--- src/rtl/riscv_mem_pkg.sv ---
// Shared definitions for the unified instruction/data memory port.
package riscv_mem_pkg;

    localparam int ADDR_W_DEF     = 8;
    localparam int DATA_W_DEF     = 32;
    localparam int MAX_STREAK_DEF = 4;

    // Which requester the read issued last cycle belongs to.
    typedef enum logic [1:0] {
        OWN_NONE = 2'd0,
        OWN_F    = 2'd1,
        OWN_D    = 2'd2
    } owner_e;

endpackage

--- src/rtl/mem_port_arbiter_if.sv ---
// Fetch port, load/store port and RAM-side signals of the shared memory arbiter.
interface mem_port_arbiter_if #(
    parameter int ADDR_W = riscv_mem_pkg::ADDR_W_DEF,
    parameter int DATA_W = riscv_mem_pkg::DATA_W_DEF
);
    logic              f_req;
    logic [ADDR_W-1:0] f_addr;
    logic              f_gnt;
    logic              f_rvalid;
    logic [DATA_W-1:0] f_rdata;

    logic              d_req;
    logic              d_we;
    logic [ADDR_W-1:0] d_addr;
    logic [DATA_W-1:0] d_wdata;
    logic              d_gnt;
    logic              d_rvalid;
    logic [DATA_W-1:0] d_rdata;

    logic [ADDR_W-1:0] mem_addr;
    logic [DATA_W-1:0] mem_din;
    logic              mem_wren;
    logic [DATA_W-1:0] mem_dout;

    // Core side: requesters plus the RAM's read data.
    modport master (
        output f_req, f_addr, d_req, d_we, d_addr, d_wdata, mem_dout,
        input  f_gnt, f_rvalid, f_rdata, d_gnt, d_rvalid, d_rdata,
               mem_addr, mem_din, mem_wren
    );

    modport slave (
        input  f_req, f_addr, d_req, d_we, d_addr, d_wdata, mem_dout,
        output f_gnt, f_rvalid, f_rdata, d_gnt, d_rvalid, d_rdata,
               mem_addr, mem_din, mem_wren
    );
endinterface

--- src/rtl/mem_port_arbiter.sv ---
// Shares one single-port RAM between fetch and load/store; data wins unless
// fetch has already lost MAX_STREAK grants in a row.
module mem_port_arbiter
    import riscv_mem_pkg::*;
#(
    parameter int MAX_STREAK = MAX_STREAK_DEF
) (
    input logic              clock,
    input logic              clear,
    mem_port_arbiter_if.slave bus
);
    localparam int SW = $clog2(MAX_STREAK + 1);
    localparam logic [SW-1:0] STREAK_MAX = SW'(MAX_STREAK);

    logic [SW-1:0] streak_q, streak_d;
    owner_e        owner_q, owner_d;
    logic          fetch_due;
    logic          f_gnt, d_gnt;

    always_comb begin
        fetch_due = bus.f_req && (!bus.d_req || streak_q == STREAK_MAX);
        f_gnt     = !clear && fetch_due;
        d_gnt     = !clear && bus.d_req && !fetch_due;
    end

    always_comb begin
        streak_d = streak_q;
        if (f_gnt || !bus.f_req)
            streak_d = '0;
        else if (d_gnt && streak_q != STREAK_MAX)
            streak_d = streak_q + 1'b1;
    end

    // Stores never produce a response, so they leave owner at NONE.
    always_comb begin
        owner_d = OWN_NONE;
        if (f_gnt)
            owner_d = OWN_F;
        else if (d_gnt && !bus.d_we)
            owner_d = OWN_D;
    end

    always_ff @(posedge clock) begin
        if (clear) begin
            streak_q <= '0;
            owner_q  <= OWN_NONE;
        end else begin
            streak_q <= streak_d;
            owner_q  <= owner_d;
        end
    end

    always_comb begin
        bus.f_gnt    = f_gnt;
        bus.d_gnt    = d_gnt;
        bus.mem_addr = '0;
        bus.mem_din  = '0;
        bus.mem_wren = 1'b0;
        if (f_gnt) begin
            bus.mem_addr = bus.f_addr;
        end else if (d_gnt) begin
            bus.mem_addr = bus.d_addr;
            bus.mem_din  = bus.d_wdata;
            bus.mem_wren = bus.d_we;
        end
    end

    always_comb begin
        bus.f_rvalid = (owner_q == OWN_F);
        bus.d_rvalid = (owner_q == OWN_D);
        bus.f_rdata  = bus.f_rvalid ? bus.mem_dout : '0;
        bus.d_rdata  = bus.d_rvalid ? bus.mem_dout : '0;
    end

endmodule
--- src/flat_wrapper.sv ---
// flat-port wrapper written by rule: the top's interface ports become plain ports
module mem_port_arbiter_flat import riscv_mem_pkg::*;
#(
    parameter int MAX_STREAK = MAX_STREAK_DEF
)
  (clock, clear, bus_f_req, bus_f_addr, bus_d_req, bus_d_we, bus_d_addr, bus_d_wdata, bus_mem_dout, bus_f_gnt, bus_f_rvalid, bus_f_rdata, bus_d_gnt, bus_d_rvalid, bus_d_rdata, bus_mem_addr, bus_mem_din, bus_mem_wren);
  mem_port_arbiter_if bus_i ();
  input logic clock;
  input logic clear;
  input wire logic [$bits(bus_i.f_req)-1:0] bus_f_req;
  input wire logic [$bits(bus_i.f_addr)-1:0] bus_f_addr;
  input wire logic [$bits(bus_i.d_req)-1:0] bus_d_req;
  input wire logic [$bits(bus_i.d_we)-1:0] bus_d_we;
  input wire logic [$bits(bus_i.d_addr)-1:0] bus_d_addr;
  input wire logic [$bits(bus_i.d_wdata)-1:0] bus_d_wdata;
  input wire logic [$bits(bus_i.mem_dout)-1:0] bus_mem_dout;
  output wire logic [$bits(bus_i.f_gnt)-1:0] bus_f_gnt;
  output wire logic [$bits(bus_i.f_rvalid)-1:0] bus_f_rvalid;
  output wire logic [$bits(bus_i.f_rdata)-1:0] bus_f_rdata;
  output wire logic [$bits(bus_i.d_gnt)-1:0] bus_d_gnt;
  output wire logic [$bits(bus_i.d_rvalid)-1:0] bus_d_rvalid;
  output wire logic [$bits(bus_i.d_rdata)-1:0] bus_d_rdata;
  output wire logic [$bits(bus_i.mem_addr)-1:0] bus_mem_addr;
  output wire logic [$bits(bus_i.mem_din)-1:0] bus_mem_din;
  output wire logic [$bits(bus_i.mem_wren)-1:0] bus_mem_wren;
  assign bus_i.f_req = bus_f_req;
  assign bus_i.f_addr = bus_f_addr;
  assign bus_i.d_req = bus_d_req;
  assign bus_i.d_we = bus_d_we;
  assign bus_i.d_addr = bus_d_addr;
  assign bus_i.d_wdata = bus_d_wdata;
  assign bus_i.mem_dout = bus_mem_dout;
  assign bus_f_gnt = bus_i.f_gnt;
  assign bus_f_rvalid = bus_i.f_rvalid;
  assign bus_f_rdata = bus_i.f_rdata;
  assign bus_d_gnt = bus_i.d_gnt;
  assign bus_d_rvalid = bus_i.d_rvalid;
  assign bus_d_rdata = bus_i.d_rdata;
  assign bus_mem_addr = bus_i.mem_addr;
  assign bus_mem_din = bus_i.mem_din;
  assign bus_mem_wren = bus_i.mem_wren;
  mem_port_arbiter #(.MAX_STREAK(MAX_STREAK)) u_core (.clock(clock), .clear(clear), .bus(bus_i));
endmodule
--- config.mk ---
export PLATFORM = sky130hd
export DESIGN_NAME = mem_port_arbiter_flat
export DESIGN_NICKNAME = d
export VERILOG_FILES = /design/src/rtl/riscv_mem_pkg.sv /design/src/rtl/mem_port_arbiter_if.sv /design/src/rtl/mem_port_arbiter.sv /design/src/flat_wrapper.sv
export SDC_FILE = /design/constraint.sdc
export NUM_CORES = 1
export LEC_CHECK = 0
export CORE_AREA = 2 2 74 76
export CTS_CLUSTER_SIZE = 20
export DETAILED_ROUTE_END_ITERATION = 12
export DIE_AREA = 0 0 76 78
export GPL_ROUTABILITY_DRIVEN = 0
export GPL_TIMING_DRIVEN = 0
export HOLD_SLACK_MARGIN = 0.02
export PLACE_DENSITY = 0.91
export SLEW_MARGIN = 20
export SYNTH_ARGS = -nofsm -noshare
export SYNTH_HDL_FRONTEND = slang
export SYNTH_SLANG_ARGS = --single-unit
--- constraint.sdc ---
create_clock -name clock -period 2.1 [get_ports clock]
set_input_delay 0.315 -clock clock [delete_from_list [all_inputs] [get_ports clock]]
set_output_delay 0.315 -clock clock [all_outputs]
set_load 0.02 [all_outputs]
=== Word-level counts from Yosys, hierarchy flattened ===
Index checks and enable logic that the tools add are counted.

* Bits in registers: 5
* Output and inout port bits: 109
* Input port bits: 85

* Reduce and logical (&&, ||, !) cells: 15
* Mux-type cells: 10
* Equality and inequality tests: 4
* $add $sub $neg: 1

{| class="wikitable"
|+ Operators by type and width
! cell !! count
|-
| 2-to-1 mux 32 bit || 4
|-
| 2-to-1 mux 8 bit || 2
|-
| logical AND 1 bit || 6
|-
| logical NOT 1 bit || 5
|-
| OR reduction 2 bit || 2
|-
| adder 3 x 1 -> 3 bit, second input constant || 1
|-
| == test 3 bit, second input constant || 1
|-
| 2-to-1 mux 1 bit || 3
|-
| != test 3 bit, second input constant || 1
|-
| == test 2 x 1 -> 1 bit, second input constant || 1
|-
| == test 2 bit, second input constant || 1
|-
| logical OR 1 bit || 2
|-
| 2-to-1 mux 2 bit || 1
|}

=== Logic depth before layout (Yosys ltp) ===
* Depth in word-level cells: 8
* Gate-level depth with buffers: 6

=== Least setup slack after synthesis ===
OpenSTA, ideal clock, no wires.

* Path type: flip-flop to output port
* From: register u_core.streak_q[0]
* To: output port bus_mem_addr[0]
* Arrival: 1.374 ns
* Stages on the path, launching flop included: 6
* Required time: 1.785 ns
* Setup slack: 0.411 ns
* Path through: dfxtp_1 -> inv_1 -> ha_1 -> nand2_1 -> a21oi_2 -> a22o_1

* Elaborated cells on any way between the ends: 8

{| class="wikitable"
|+ RTL lines
! item !! line !! source
|-
| start, declared || mem_port_arbiter.sv:15 || <nowiki>logic [SW-1:0] streak_q, streak_d;</nowiki>
|-
| start signal, assigned || mem_port_arbiter.sv:48 || <nowiki>streak_q <= streak_d;</nowiki>
|-
| == test 3 bit || mem_port_arbiter.sv:21 || <nowiki>fetch_due = bus.f_req && (!bus.d_req || streak_q == STREAK_MAX);</nowiki>
|-
| logical OR 1 bit || mem_port_arbiter.sv:21 ||
|-
| logical AND 1 bit || mem_port_arbiter.sv:21 ||
|-
| logical AND 1 bit || mem_port_arbiter.sv:22 || <nowiki>f_gnt = !clear && fetch_due;</nowiki>
|-
| named net bus_f_gnt || flat_wrapper.sv:17 || <nowiki>output wire logic [$bits(bus_i.f_gnt)-1:0] bus_f_gnt;</nowiki>
|-
| 2-to-1 mux 8 bit || mem_port_arbiter.sv:59 || <nowiki>if (f_gnt) begin</nowiki>
|-
| end, declared || flat_wrapper.sv:23 || <nowiki>output wire logic [$bits(bus_i.mem_addr)-1:0] bus_mem_addr;</nowiki>
|}

The timed path passes the listed nets, and every way through them passes these cells.

=== Worst setup path in the final report ===
* From: register u_core.owner_q[1]
* To: output port bus_d_rdata[8]

* Cells in the longest elaborated chain, start to end: 2

{| class="wikitable"
|+ Ends and longest elaborated chain
! item !! line !! source
|-
| start, declared || mem_port_arbiter.sv:16 || <nowiki>owner_e owner_q, owner_d;</nowiki>
|-
| start signal, assigned || mem_port_arbiter.sv:49 || <nowiki>owner_q <= owner_d;</nowiki>
|-
| == test 2 bit || mem_port_arbiter.sv:70 || <nowiki>bus.d_rvalid = (owner_q == OWN_D);</nowiki>
|-
| 2-to-1 mux 32 bit || mem_port_arbiter.sv:72 || <nowiki>bus.d_rdata = bus.d_rvalid ? bus.mem_dout : '0;</nowiki>
|-
| end, declared || flat_wrapper.sv:22 || <nowiki>output wire logic [$bits(bus_i.d_rdata)-1:0] bus_d_rdata;</nowiki>
|}

No other way between the ends.

==> flow_summary.ini <==
[run_status]
outcome = finished, final reports clean

[floorplanning]
die_width_um = 76
die_h_um = 78
io_pins = 194
start_util_pct = 19.8
num_rows = 26
die_area_um2 = 5930
core_um2 = 5040

[logic_synthesis]
synthSimpleGateAreaFrac_pct = 69.8
ys_warn_count = 0
synth_top_area_share_pct = 40.2
synth_cells = 144
synthMuxAreaShare_pct = 1.01
ys_seq_area_share_pct = 10.1
avgSynthCellArea_um2 = 6.92
synth_cell_types = 21
synthTopCellsByArea = and2_1 40%, and3_1 21%, dfxtp_1 10%
synth_compound_area_share_pct = 8.42
synthXorXnorAreaFrac_pct = 0
synth_top_area_cell = and2_1
synth_area_um2 = 996
ys_ff_latch = 5
syn_nets = 231
synth-adder-area-share_pct = 2.51
synth_top_family_by_area = simple AND/OR/NAND/NOR gates

[sta]
slew-limit-headroom_pct = 80.0
fmax_ghz = 0.478
fin_crit_sh_pct = 99.6
finClkSkew_ps = 1.54
hold_viol = 0
fin_ws_ps = 7.40
slew_violations = 0
tns_ps = 0
tightest_slew_ps = 300
rsz0062_at_grt = true
fin_crit_ps = 2090
setup_viol = 0

[global_route]
gr-usage-all-layers_pct = 16.5
grt_max_degree = 11
antenna_found_initial = 0
grt_remaining_overflow = 0
grt_pass1_wl_um = 8130
first_global_vias = 1759

[routing]
wl_per_cell_um = 12.8
totalWireLength_um = 5260
drc = 0
ant_nets = 0
num_vias = 1728
vias_per_cell = 4.20
dr.pass1.iters = 4
drtIter0Drc = 25

[cts]
cts_max_path_buffers = 2
clock_sinks = 5
htree_levels = 1
clk_pin_slew_ps = 30
cts_setup_buffers = 0
cts_hold_buf = 0
cts_buffers = 3
cts_tree = built
clock-root-buffer = clkbuf_8
clk_latency_ps = 220

[worst_setup_path]
cp-endpoint = bus_d_rdata[8]
rr_worst_depth = 6
critPathRequiredTime_ps = 1780
reg2reg_slack_ps = 840
cp.arrival_ps = 1780
r2r_start = u_core.streak_q[0]$_SDFFE_PP0P_
r2r_end = u_core.owner_q[1]$_SDFF_PP0_
cp-end-kind = output port
crit_path_start = u_core.owner_q[1]$_SDFF_PP0_
cp_max_fo = 10
start_kind = register
criticalPathCategory = register to output port

[final_layout]
n_antenna_cell = 0
final_nets = 429
syn_to_final_growth_pct = 207
drive_above_1_share_pct = 9.38
mostFrequentLayoutCells = 145 x clkdlybuf4s50_1, 64 x and2_1, 33 x and3_1
layout_commonest_cell = clkdlybuf4s50_1

[power_and_ir_drop]
power_leakage_nw = 1.53
p_int_mw = 0.500
peakVddDrop_v = 0.000119
clock_power_share_pct = 24.0
power_switching_mw = 0.231
powerDensity_nw_per_um2 = 239
sw_frac_of_total_pct = 31.6
combPwrFrac_pct = 62.3
p_seq_share_pct = 13.7

[run]
maxCapViolCount = 0

[hold_path]
hp-class = register to register

[place]
place_ws_ps = -349
hpwl_um = 4740
io_buffer_count = 193
## cell type report
| type | count | area, µm² |
|---|---|---|
| Fill cell | 459 | 1990 |
| Inverter | 2 | 7.51 |
| Sequential cell | 5 | 100 |
| Buffer | 14 | 85.1 |
| Timing Repair Buffer | 193 | 1880 |
| Multi-Input combinational cell | 123 | 847 |
| Tap cell | 70 | 87.6 |
| Clock buffer | 4 | 45.0 |
## critical path: stages (launching register included)
cell,delay (ps)
dfxtp_1,320
nor2b_2,240
clkbuf_2,220
and2_1,150
clkdlybuf4s50_1,610
## layer usage
layer	GRT usage, %	routed length, µm
met5	0	0
met4	6.00	56
met3	3.26	451
met2	35.7	3030
met1	14.9	1720
## kinds of logic after synthesis
logic type / Yosys count
simple gates: 110
buf+inv: 16
compound gates: 10
flops: 5
fa+ha+maj: 2
mux: 1
## cell usage after synthesis (all sizes together)
master,count
and2,65
and3,33
a22o,8
buf,7
clkbuf,7
dfxtp,5
nor2b,4
a21oi,2
ha,2
inv,2
nand2,2
nor2,2
and4,1
mux2i,1
nand2b,1
nand3,1
nor3b,1
## how the worst min path moves through the flow
stage	from	end	slack, ps	depth (start not counted)
floorplan	bus_d_we	u_core.owner_q[1]$_SDFF_PP0_	390	1
detailed placement	u_core.streak_q[0]$_SDFFE_PP0P_	u_core.streak_q[0]$_SDFFE_PP0P_	450	1
finish	u_core.streak_q[0]$_SDFFE_PP0P_	u_core.streak_q[0]$_SDFFE_PP0P_	470	1
global route	u_core.streak_q[0]$_SDFFE_PP0P_	u_core.streak_q[0]$_SDFFE_PP0P_	480	1
CTS	u_core.streak_q[0]$_SDFFE_PP0P_	u_core.streak_q[0]$_SDFFE_PP0P_	470	1
global placement	u_core.streak_q[0]$_SDFFE_PP0P_	u_core.streak_q[0]$_SDFFE_PP0P_	440	1
## per-stage QoR
stage / cells / hold slack [ps] / cell area, µm² / util [%] / total power, mW
finish: 411 / 465 / 3050 / 60.5 / 0.731
global route: 411 / 484 / 3050 / 60.5 / 0.772
detailed placement: 407 / 451 / 3020 / 59.8 / 0.582
global placement: 407 / 444 / 3020 / 59.8 / 0.573
CTS: 411 / 468 / 3050 / 60.4 / 0.739
floorplan: 144 / 387 / 996 / - / 0.274
## power by group through the flow
| stage | Combinational (mW) | Clock [mW] | Sequential (mW) |
|---|---|---|---|
| 2_1_floorplan | 0.173 | 0 | 0.101 |
| 3_3_place_gp | 0.473 | 0 | 0.101 |
| 3_5_place_dp | 0.481 | 0 | 0.101 |
| 4_1_cts | 0.461 | 0.179 | 0.0995 |
| 5_1_grt | 0.485 | 0.187 | 0.100 |
| 6_report | 0.456 | 0.176 | 0.0998 |
## state kept, by name (all words and copies together) (netlist names)
signal,count
u_core.owner_q,2
u_core.streak_q,3
## what timing repair did
item | CTS | global route
gates resized for setup | 61 | 25
pin swaps | 0 | 1
setup endpoints to repair | 101 | 74
(Power assumes the default switching activity.)
